--- config.mk ---
export PLATFORM = sky130hd
export DESIGN_NAME = note_highway
export DESIGN_NICKNAME = d
export VERILOG_FILES = /design/src/rtl/note_highway.sv
export SDC_FILE = /design/constraint.sdc
export NUM_CORES = 1
export LEC_CHECK = 0
export ABC_AREA = 1
export CORE_MARGIN = 3
export CORE_UTILIZATION = 58
export DETAILED_ROUTE_END_ITERATION = 16
export PLACE_DENSITY = 0.95
export SLEW_MARGIN = 10
export SYNTH_ARGS = -nofsm -noshare
export SYNTH_HDL_FRONTEND = slang
export SYNTH_SLANG_ARGS = --single-unit
export TNS_END_PERCENT = 5
--- constraint.sdc ---
create_clock -name clk -period 13.35 [get_ports clk]
set_input_delay 2.67 -clock clk [delete_from_list [all_inputs] [get_ports clk]]
set_output_delay 2.67 -clock clk [all_outputs]
set_load 0.005 [all_outputs]
--- src/rtl/note_highway.sv ---
// note_highway: four-lane falling-note engine. Scrolls an LFSR-driven note
// pattern toward a strike zone, judges strum edges against that zone and
// keeps saturating hit/miss counts plus a sticky game-over flag.
module note_highway #(
    parameter logic [2:0] PLAY_MODE  = 3'd2,
    parameter logic [2:0] CLEAR_MODE = 3'd0,
    parameter logic [7:0] MAX_MISS   = 8'd20,
    parameter logic [7:0] LFSR_SEED  = 8'hA5
) (
    input  logic        clk,
    input  logic        reset,
    input  logic [2:0]  mode,
    input  logic [22:0] diff_speed,
    input  logic [3:0]  strum,
    output logic [31:0] lanes,
    output logic [7:0]  score,
    output logic [7:0]  misses,
    output logic        hit,
    output logic        miss,
    output logic        tick,
    output logic        game_over
);

    typedef enum logic [1:0] {
        ST_CLEAR,
        ST_RUN,
        ST_HOLD
    } state_e;

    state_e      state;

    logic [22:0] cnt_q, cnt_d;
    logic [7:0]  lfsr_q, lfsr_d;
    logic [3:0]  strum_q, strum_d;
    logic [31:0] lanes_q, lanes_d;
    logic [7:0]  score_q, score_d;
    logic [7:0]  misses_q, misses_d;
    logic        hit_q, hit_d;
    logic        miss_q, miss_d;
    logic        tick_q, tick_d;
    logic        go_q, go_d;

    logic        tick_now;
    logic [3:0]  strum_edge;
    logic [3:0]  spawn;
    logic [3:0]  hit_v;
    logic [3:0]  wrong_v;
    logic [3:0]  out_v;
    logic [31:0] lanes_next;
    logic [2:0]  hit_cnt;
    logic [3:0]  miss_cnt;
    logic [8:0]  score_sum;
    logic [8:0]  miss_sum;
    logic [7:0]  lfsr_next;

    // Decode the operating state from mode and the sticky game-over flag.
    always_comb begin
        state = ST_HOLD;
        if (mode == CLEAR_MODE) begin
            state = ST_CLEAR;
        end else if ((mode == PLAY_MODE) && !go_q) begin
            state = ST_RUN;
        end
    end

    // Per-lane judging and shifting; a note hit on the tick that would shift
    // it out is judged on the pre-tick strike bit and never also counted as a miss.
    always_comb begin
        tick_now   = (cnt_q >= diff_speed);
        strum_edge = strum & ~strum_q;
        spawn      = lfsr_q[7] ? (4'b0001 << lfsr_q[1:0]) : '0;
        lfsr_next  = {lfsr_q[6:0], lfsr_q[7] ^ lfsr_q[5] ^ lfsr_q[4] ^ lfsr_q[3]};
        hit_v      = '0;
        wrong_v    = '0;
        out_v      = '0;
        lanes_next = lanes_q;
        hit_cnt    = '0;
        miss_cnt   = '0;
        for (int unsigned i = 0; i < 4; i++) begin
            hit_v[i]   = strum_edge[i] & lanes_q[8*i];
            wrong_v[i] = strum_edge[i] & ~lanes_q[8*i];
            out_v[i]   = tick_now & lanes_q[8*i] & ~hit_v[i];
            if (tick_now) begin
                lanes_next[8*i +: 8] = {spawn[i], lanes_q[8*i+1 +: 7]};
            end else begin
                lanes_next[8*i +: 8] = lanes_q[8*i +: 8] & ~{7'b0, hit_v[i]};
            end
            hit_cnt  = hit_cnt + {2'b0, hit_v[i]};
            miss_cnt = miss_cnt + {3'b0, wrong_v[i]} + {3'b0, out_v[i]};
        end
        score_sum = {1'b0, score_q} + {6'b0, hit_cnt};
        miss_sum  = {1'b0, misses_q} + {5'b0, miss_cnt};
    end

    // Next-state selection for CLEAR, RUN and HOLD.
    always_comb begin
        cnt_d    = cnt_q;
        lfsr_d   = lfsr_q;
        strum_d  = strum;
        lanes_d  = lanes_q;
        score_d  = score_q;
        misses_d = misses_q;
        hit_d    = 1'b0;
        miss_d   = 1'b0;
        tick_d   = 1'b0;
        go_d     = go_q;
        case (state)
            ST_CLEAR: begin
                cnt_d    = '0;
                lanes_d  = '0;
                score_d  = '0;
                misses_d = '0;
                go_d     = 1'b0;
            end
            ST_RUN: begin
                cnt_d    = tick_now ? '0 : cnt_q + 23'd1;
                tick_d   = tick_now;
                lfsr_d   = tick_now ? lfsr_next : lfsr_q;
                lanes_d  = lanes_next;
                score_d  = score_sum[8] ? 8'hFF : score_sum[7:0];
                misses_d = miss_sum[8] ? 8'hFF : miss_sum[7:0];
                hit_d    = (hit_cnt != 3'd0);
                miss_d   = (miss_cnt != 4'd0);
                go_d     = go_q | (misses_q >= MAX_MISS);
            end
            default: ;
        endcase
    end

    // State registers with synchronous active-high reset.
    always_ff @(posedge clk) begin
        if (reset) begin
            cnt_q    <= '0;
            lfsr_q   <= LFSR_SEED;
            strum_q  <= '0;
            lanes_q  <= '0;
            score_q  <= '0;
            misses_q <= '0;
            hit_q    <= 1'b0;
            miss_q   <= 1'b0;
            tick_q   <= 1'b0;
            go_q     <= 1'b0;
        end else begin
            cnt_q    <= cnt_d;
            lfsr_q   <= lfsr_d;
            strum_q  <= strum_d;
            lanes_q  <= lanes_d;
            score_q  <= score_d;
            misses_q <= misses_d;
            hit_q    <= hit_d;
            miss_q   <= miss_d;
            tick_q   <= tick_d;
            go_q     <= go_d;
        end
    end

    assign lanes     = lanes_q;
    assign score     = score_q;
    assign misses    = misses_q;
    assign hit       = hit_q;
    assign miss      = miss_q;
    assign tick      = tick_q;
    assign game_over = go_q;

endmodule

After elaboration in Yosys (flattened, before gate mapping) --
Index checks and enable logic that the tools add are counted.
Storage, ports and cells: memories kept 0, output and inout bits 52, input bits 32, register bits after elaboration 87, latch bits 0, memory bits (writable) 0, bits in read-only memories 0, logic and storage cells 91
Cells by class: eq/ne operators 2, multiplexer cells 15, $add $sub $neg 13, reductions and logical operators 9, magnitude comparators 2, div/mod/pow operators 0, bitwise gates (word level) 39, shift-type cells 1, $mul 0
Operators with widths (number):
- $pmux W32 S2 | 1
- $mux W8 | 6
- $pmux W23 S2 | 1
- $and A8 B8 Y8 | 4
- $not A1 Y8 | 4
- $pmux W8 S2 | 2
- $add A23 B1 Y23 const B | 1
- $ge A23 B23 Y1 | 1
- $mux W23 | 1
- $add A4 B1 Y4 | 4
- $and A1 B1 Y1 | 16
- $add A8 B3 Y9 | 1
- $add A8 B4 Y9 | 1
- $not A1 Y1 | 9
- $ge A8 B5 Y1 const B | 1
- $add A2 B1 Y3 | 2
- $add A1 B1 Y2 | 2
- $add A3 B1 Y4 | 1
- $and A4 B4 Y4 | 1
- $mux W2 | 2
- $mux W4 | 1
- $not A4 Y4 | 1
- $reduce_bool A4 Y1 | 1
- $shl A1 B2 Y4 const A | 1
- other kinds (14) | 16

Logic depth before layout (Yosys ltp) --
Gate-level depths: netlist of run 1.
depth in word-level cells 15, gate-level depth with buffers 29, gate-level depth less buffers 28

Least setup slack after synthesis of run 1 --
OpenSTA, ideal clock, no wires.
path kind input to register, start input port diff_speed[10], end register misses_q[7] (netlist: misses[7]), slack 6.392 ns, stages 28, path buffers 1, data required time 13.276 ns, setup time 0.074 ns, arrival 6.884 ns, path through inv_1 > ha_1 > nand2_1 > inv_2 > nand2_1 > nand2_1 > nand2_1 > nand2_1 > nand2_1 > nand3_2 > buf_2 > nand2_1 > fa_1 > fa_1 > inv_1 > ha_1 > inv_1 > fa_1 > fa_1 > inv_1 > nand3_1 > nand2_1 > nand2_1 > nor3_1 > inv_1 > nand3_1 > nand2_1 > o21ai_0
On the way: word-level cells in the longest chain between the ends 13, elaborated cells on any way between the ends 19, classes of those cells 8 x add/sub; 1 x order compare; 2 x mux; 8 x bitwise
Ends and longest elaborated chain:
- from (decl) | line 13 | input logic [22:0] diff_speed,
- $ge A23 B23 Y1 (*) | line 69 | tick_now = (cnt_q >= diff_speed);
- $and A1 B1 Y1 (2 in series) | line 82 | out_v[i] = tick_now & lanes_q[8*i] & ~hit_v[i];
- $add A1 B1 Y2 | line 89 | miss_cnt = miss_cnt + {3'b0, wrong_v[i]} + {3'b0, out_v[i]};
- $add A2 B1 Y3 | line 89
- $add A3 B1 Y4 | line 89
- $add A4 B1 Y4 (3 in series) | line 89
- $add A4 B1 Y4 (*) | line 89
- $add A8 B4 Y9 (*) | line 92 | miss_sum = {1'b0, misses_q} + {5'b0, miss_cnt};
- $mux W8 (*) | line 121 | misses_d = miss_sum[8] ? 8'hFF : miss_sum[7:0];
- $pmux W8 S2 (*) | line 107 | case (state)
- to (signal assigned) | line 149 | misses_q <= misses_d;
- to (decl) | line 37 | logic [7:0] misses_q, misses_d;
Mark *: on every way between the ends. The rest lies on a longest branch, timed or not. A chain may end at the register's enable or synchronous reset.

Final worst setup path of run 1 --
start input port diff_speed[12], end register misses_q[7] (netlist: misses[7])
The elaborated chain is that of the path after synthesis.

==> results of run 1 <==
-- logic make-up after synthesis --
kind of cell    synth area share
simple gates               0.314
buf+inv                    0.108
compound gates            0.0959
flops                      0.343
fa+ha+maj                  0.116
xor+xnor                  0.0224
-- worst max-delay path by stage --
stage / start / to / slack, ns
after floorplan: diff_speed[10] / misses[7]$_SDFFE_PP0P_ / 6.39
after global placement: diff_speed[12] / misses[7]$_SDFFE_PP0P_ / 5.56
after detailed placement: diff_speed[12] / misses[7]$_SDFFE_PP0P_ / 5.31
after CTS: diff_speed[12] / misses[7]$_SDFFE_PP0P_ / 5.68
after global routing: diff_speed[12] / misses[7]$_SDFFE_PP0P_ / 5.24
final: diff_speed[12] / misses[7]$_SDFFE_PP0P_ / 5.62
-- cells in the mapped netlist, types with 6 or more instances --
cell / instances / area, um^2
nor3_1: 12 / 60.1
o22ai_1: 6 / 37.5
nand4_1: 16 / 100
nand3_1: 60 / 300
a21oi_1: 36 / 180
clkbuf_1: 10 / 37.5
o21ai_0: 44 / 220
ha_1: 36 / 450
dfxtp_1: 87 / 1740
nand2_1: 219 / 822
buf_2: 8 / 40.0
xor2_1: 9 / 78.8
fa_1: 7 / 140
inv_1: 113 / 424
nor2_1: 57 / 214
-- cells in the final DEF, fill, tap and decap left out, types with 3 or more instances in the layout --
master	n
or2_2	4
inv_2	4
ha_1	36
xor2_1	9
clkdlybuf4s50_1	83
nand4_1	16
inv_1	113
dfxtp_1	87
xnor2_1	4
a21oi_1	36
nor2_1	57
nand2_1	219
o22ai_1	6
nor3_1	12
fa_1	7
o21ai_0	44
nor4_1	3
buf_4	4
nand3_1	60
clkbuf_8	10
-- state kept, by name, indices dropped and copies added (netlist names) --
signal / flops
cnt_q: 23
game_over: 1
hit: 1
lanes: 32
lfsr_q: 8
miss: 1
misses: 8
score: 8
strum_q: 4
tick: 1
-- per-layer routing --
metal | share of wire | vias to the layer above | global-route usage | wire length (um)
met3 | 0.063 | 35 | 0.0526 | 818
met2 | 0.48 | 193 | 0.449 | 6250
li1 | - | 2545 | - | -
met4 | 0.025 | 0 | 0.106 | 331
met1 | 0.43 | 2287 | 0.332 | 5670
met5 | 0 | - | 0 | 0
-- through the flow --
| stage | instances | hold slack, ns | util | worst slack, ns |
|---|---|---|---|---|
| after global placement | 922 | 0.427 | 0.715 | 5.56 |
| after CTS | 938 | 0.462 | 0.739 | 5.68 |
| final | 938 | 0.463 | 0.739 | 5.62 |
| after floorplan | 751 | 0.420 | - | 6.39 |
| after detailed placement | 922 | 0.447 | 0.715 | 5.31 |
| after global routing | 938 | 0.485 | 0.739 | 5.24 |
-- critical path: stages --
cell	delay, ns
clkdlybuf4s50_1	0.47
inv_1	0.04
ha_1	0.30
a21oi_1	0.15
nor2_1	0.06
nor2_1	0.10
nand2_1	0.07
nand2_1	0.22
nand3_2	0.33
nand2_1	0.19
fa_1	0.46
fa_1	0.55
inv_1	0.04
ha_1	0.20
inv_1	0.07
fa_1	0.45
fa_1	0.40
inv_1	0.09
nand3_1	0.06
nand2_1	0.10
nand2_1	0.09
nor3_1	0.47
inv_1	0.13
nand3_1	0.11
nand2_1	0.05
o21ai_0	0.09
-- where the power goes --
group | internal (uW) | switching [uW]
clock network | 92.4 | 99.0
registers | 261 | 0.892
logic | 19.6 | 26.9
total | 373 | 127
-- area by class of cell --
class / count / area, um^2
flip-flops and latches: 87 / 1740
repair buffers: 87 / 861
multi-input cells: 525 / 2780
inverters: 118 / 443
well taps: 105 / 131
clock buffers: 10 / 138
fillers: 643 / 2180
clock inverters: 6 / 65.1
==> flow_summary.ini, run 1 <==
[worst_hold_path]
whs_path_depth = 2
hold_start = lfsr_q[6]$_SDFFE_PP0P_
worstHoldPathType = flop to flop
holdPathEnd = lfsr_q[7]$_SDFFE_PP1P_

[synth]
netlist_area_mm2 = 0.00507
synth-main-ff-cell = dfxtp_1
syn_avg_cell_area_um2 = 6.76
synth_seq_cells = 87
ys.warnings.count = 0
async_flop_share = 0
syn_inst = 751
synth_fp_nets = 826
synth_edf_count = 0
yosysUniqueCellTypes = 33
yosysSeqAreaShare = 0.343

[layout]
design_area_mm2 = 0.00616
antenna_cells = 0
synthToLayoutAreaGrowth_pct = 21.4
nets = 903
drive_gt1_frac = 0.0384

[global_route]
grt_use_total = 0.266
grt_pass1_vias = 4892
antenna_found_initial = 0
globalRoute.totalOverflow = 0
grt_pass1_wl_um = 21700
grt_max_degree = 45

[floorplan]
dieArea_mm2 = 0.00991
pin_count = 84
core_area_mm2 = 0.00834
rows = 33
die_w_um = 99.5
start_util = 0.608
die_height_um = 99.5

[place]
hpwlAfterDp_um = 9700
place_congestion = 0.937
place_area_mm2 = 0.00596
io_buffers = 83

[timing]
grt_setup_unrepaired = false
min_period_over_period = 0.579
fin_crit_ns = 7.73
finalSetupViolCount = 0
slew_violations = 0
tns_ns = 0
max_freq_mhz = 129
finClkSkew_ns = 0.0178
slew_headroom = 0.453
hold_viol = 0
worst_pin_slew_ns = 0.817

[route]
first_iter_violations = 289
wirelength_um = 13100
via_per_inst = 5.39
wl_per_cell_um = 13.9
vias = 5060
drc_errors = 0
drtPass1Iterations = 8
ant_nets = 0

[clocking]
cts_hold_buf = 0
clkSlewWorstSetupHoldPaths_ns = 0.09
cts_max_level = 3
cts_tree = built
clock_latency_ns = 0.36
postCtsSetupBuffers = 0
cts_buffer_depth = 2
clock_sinks = 87
cts_resized = 0
cts_root_buffer = clkbuf_8
cts_buffers = 9

[critical_path]
timing.rr.end = misses[7]$_SDFFE_PP0P_
regToRegStartpoint = cnt_q[13]$_SDFFE_PP0P_
cp.arrival_ns = 8.00
path_class = input pin to flop
worstSetupStartpointType = input pin
cp_max_fo = 16
reg2reg_slack_ns = 7.90
required_ns = 13.62
r2r_cells = 24
end_kind = flop

[pwr]
p_per_area_mw_per_mm2 = 81.1
p_leak_uw = 0.00294
ir_drop_mv = 0.0682
p_total_uw = 499

[run_status]
status = completed

[job]
drv_cap = 0
No activity file was read; power rests on OpenSTA's default activity.
==> inputs of run 2 (changes only) <==
--- a/config.mk
+++ b/config.mk
@@ -7,9 +7,9 @@
 export LEC_CHECK = 0
 export ABC_AREA = 1
 export CORE_MARGIN = 3
-export CORE_UTILIZATION = 58
+export CORE_UTILIZATION = 54
 export DETAILED_ROUTE_END_ITERATION = 16
-export PLACE_DENSITY = 0.95
+export PLACE_DENSITY = 0.91
 export SLEW_MARGIN = 10
 export SYNTH_ARGS = -nofsm -noshare
 export SYNTH_HDL_FRONTEND = slang
==> constraint.sdc (replaced) <==
create_clock -name clk -period 7.9 [get_ports clk]
set_input_delay 1.58 -clock clk [delete_from_list [all_inputs] [get_ports clk]]
set_output_delay 1.58 -clock clk [all_outputs]
set_load 0.005 [all_outputs]
==> run 2 against run 1 <==
Worst hold slack improved by 0.0046 ns. Clock skew down 0.0026 ns. Design area about the same. Combinational power up 68%. Sequential cell count stayed put. Core utilization down 4.9 points. Clock-buffer cell count decreased by 1. Via count down 0.38%. Wire length decreased by 4.5%. Non-clock buffer count rose by 1. Global-route usage is 2.2 points lower. Critical path depth unchanged. Largest cell class unchanged. Largest power group unchanged.
==> flow_summary.ini, run 2 (same netlist as run 1, synthesis figures left out) <==
[clocking]
cts_buffer_depth = 2
clkSlewWorstSetupHoldPaths_ns = 0.09
cts_root_buffer = clkbuf_8
clock_sinks = 87
cts_hold_buf = 0
cts_buffers = 9
cts_tree = built
cts_resized = 0
cts_max_level = 3
postCtsSetupBuffers = 0
clock_latency_ns = 0.37

[place]
io_buffers = 83
place_ws_ns = 0.893
hpwlAfterDp_um = 9230
place_congestion = 0.959

[layout]
nets = 904
final_cell_mix = nand2_1, inv_1, dfxtp_1, clkdlybuf4s50_1, nand3_1
drive_gt1_frac = 0.0396
antenna_cells = 0
synthToLayoutAreaGrowth_pct = 21.5
final_common_cell = nand2_1
largest_reg_flops = 32

[route]
met2_length_um = 5760
wirelength_um = 12500
first_iter_violations = 273
wirelength_met1_um = 5620
wl_met3_um = 892
drtPass1Iterations = 5
drc_errors = 0
ant_nets = 0
via_per_inst = 5.35
vias = 5041
wl_per_cell_um = 13.3
top_layer = met4

[floorplan]
dieArea_mm2 = 0.0106
start_util = 0.568
rows = 34
die_w_um = 103
die_height_um = 103
pin_count = 84
core_area_mm2 = 0.00893

[critical_path]
worstSetupStartpointType = input pin
end_kind = flop
cp_max_fo = 16
cp.arrival_ns = 7.02
path_class = input pin to flop
required_ns = 8.19

[timing]
tns_ns = 0
grt_setup_unrepaired = false
slew_violations = 0
fin_crit_ns = 6.73
finalSetupViolCount = 0
hold_viol = 0
worst_pin_slew_ns = 0.842
max_freq_mhz = 149
worst_slack_ns = 1.17
holdWs_ns = 0.468
finClkSkew_ns = 0.0152
slew_headroom = 0.437
min_period_over_period = 0.852

[global_route]
globalRoute.totalOverflow = 0
grt_use_total = 0.244
grt_pass1_wl_um = 20800
antenna_found_initial = 0
grt_pass1_vias = 4632
grt_max_degree = 45

[job]
drv_cap = 0

[pwr]
p_leak_uw = 0.00294
p_total_uw = 829
ir_drop_mv = 0.0883
p_per_area_mw_per_mm2 = 134

[run_status]
status = completed

[worst_hold_path]
worstHoldPathType = flop to flop
==> run 2: per-layer routing <==
layer | track usage | vias up
met5 | 0 | -
met4 | 0.0737 | 0
met3 | 0.0399 | 18
met2 | 0.405 | 207
met1 | 0.326 | 2261
li1 | - | 2555
==> run 2: area by class of cell <==
class / instances / area (um^2)
repair buffers: 88 / 868
well taps: 108 / 135
inverters: 118 / 443
flip-flops and latches: 87 / 1740
multi-input cells: 525 / 2780
clock inverters: 7 / 71.3
fillers: 713 / 2770
clock buffers: 9 / 124
==> run 2: worst paths after layout <==
kind                               start  cells past startpoint  slack, ns                     end
setup / recovery          diff_speed[12]                     26       1.17  misses[7]$_SDFFE_PP0P_
hold reg to reg   lfsr_q[6]$_SDFFE_PP0P_                      2       0.47  lfsr_q[7]$_SDFFE_PP1P_
setup reg to reg  cnt_q[13]$_SDFFE_PP0P_                     24       2.40  misses[7]$_SDFFE_PP0P_
hold / removal    lfsr_q[6]$_SDFFE_PP0P_                      2       0.47  lfsr_q[7]$_SDFFE_PP1P_
==> run 2: power by group <==
part	internal, uW	switching [uW]
combinational	33.5	44.8
clock	124	185
sequential	440	1.42
total	598	232
==> run 2: worst max-delay path: stages <==
cell             delay (ns)
clkdlybuf4s50_1        0.45
inv_1                  0.04
ha_1                   0.30
a21oi_1                0.18
nor2_1                 0.06
nor2_1                 0.08
nand2_1                0.06
nand2_1                0.20
nand3_2                0.33
nand2_1                0.20
fa_1                   0.46
fa_1                   0.54
inv_1                  0.04
ha_1                   0.21
inv_1                  0.09
fa_1                   0.47
fa_1                   0.40
inv_1                  0.09
nand3_1                0.08
nand2_1                0.10
nand2_1                0.09
nor3_1                 0.54
inv_1                  0.15
nand3_1                0.12
nand2_1                0.05
o21ai_0                0.10
==> run 2: through the flow <==
step,instance area [um^2],utilization,cells
3_3_place_gp,5970,0.668,926
3_5_place_dp,5970,0.668,926
2_1_floorplan,5070,-,751
4_1_cts,6170,0.690,942
5_1_grt,6170,0.690,942
6_report,6170,0.690,942
==> inputs of run 3 (changes only) <==
--- a/config.mk
+++ b/config.mk
@@ -10,7 +10,7 @@
 export CORE_UTILIZATION = 54
 export DETAILED_ROUTE_END_ITERATION = 16
 export PLACE_DENSITY = 0.91
-export SLEW_MARGIN = 10
+export SLEW_MARGIN = 30
 export SYNTH_ARGS = -nofsm -noshare
 export SYNTH_HDL_FRONTEND = slang
 export SYNTH_SLANG_ARGS = --single-unit
==> results of run 3 <==
The final DEF is identical to that of run 2; final timing and power are the same.
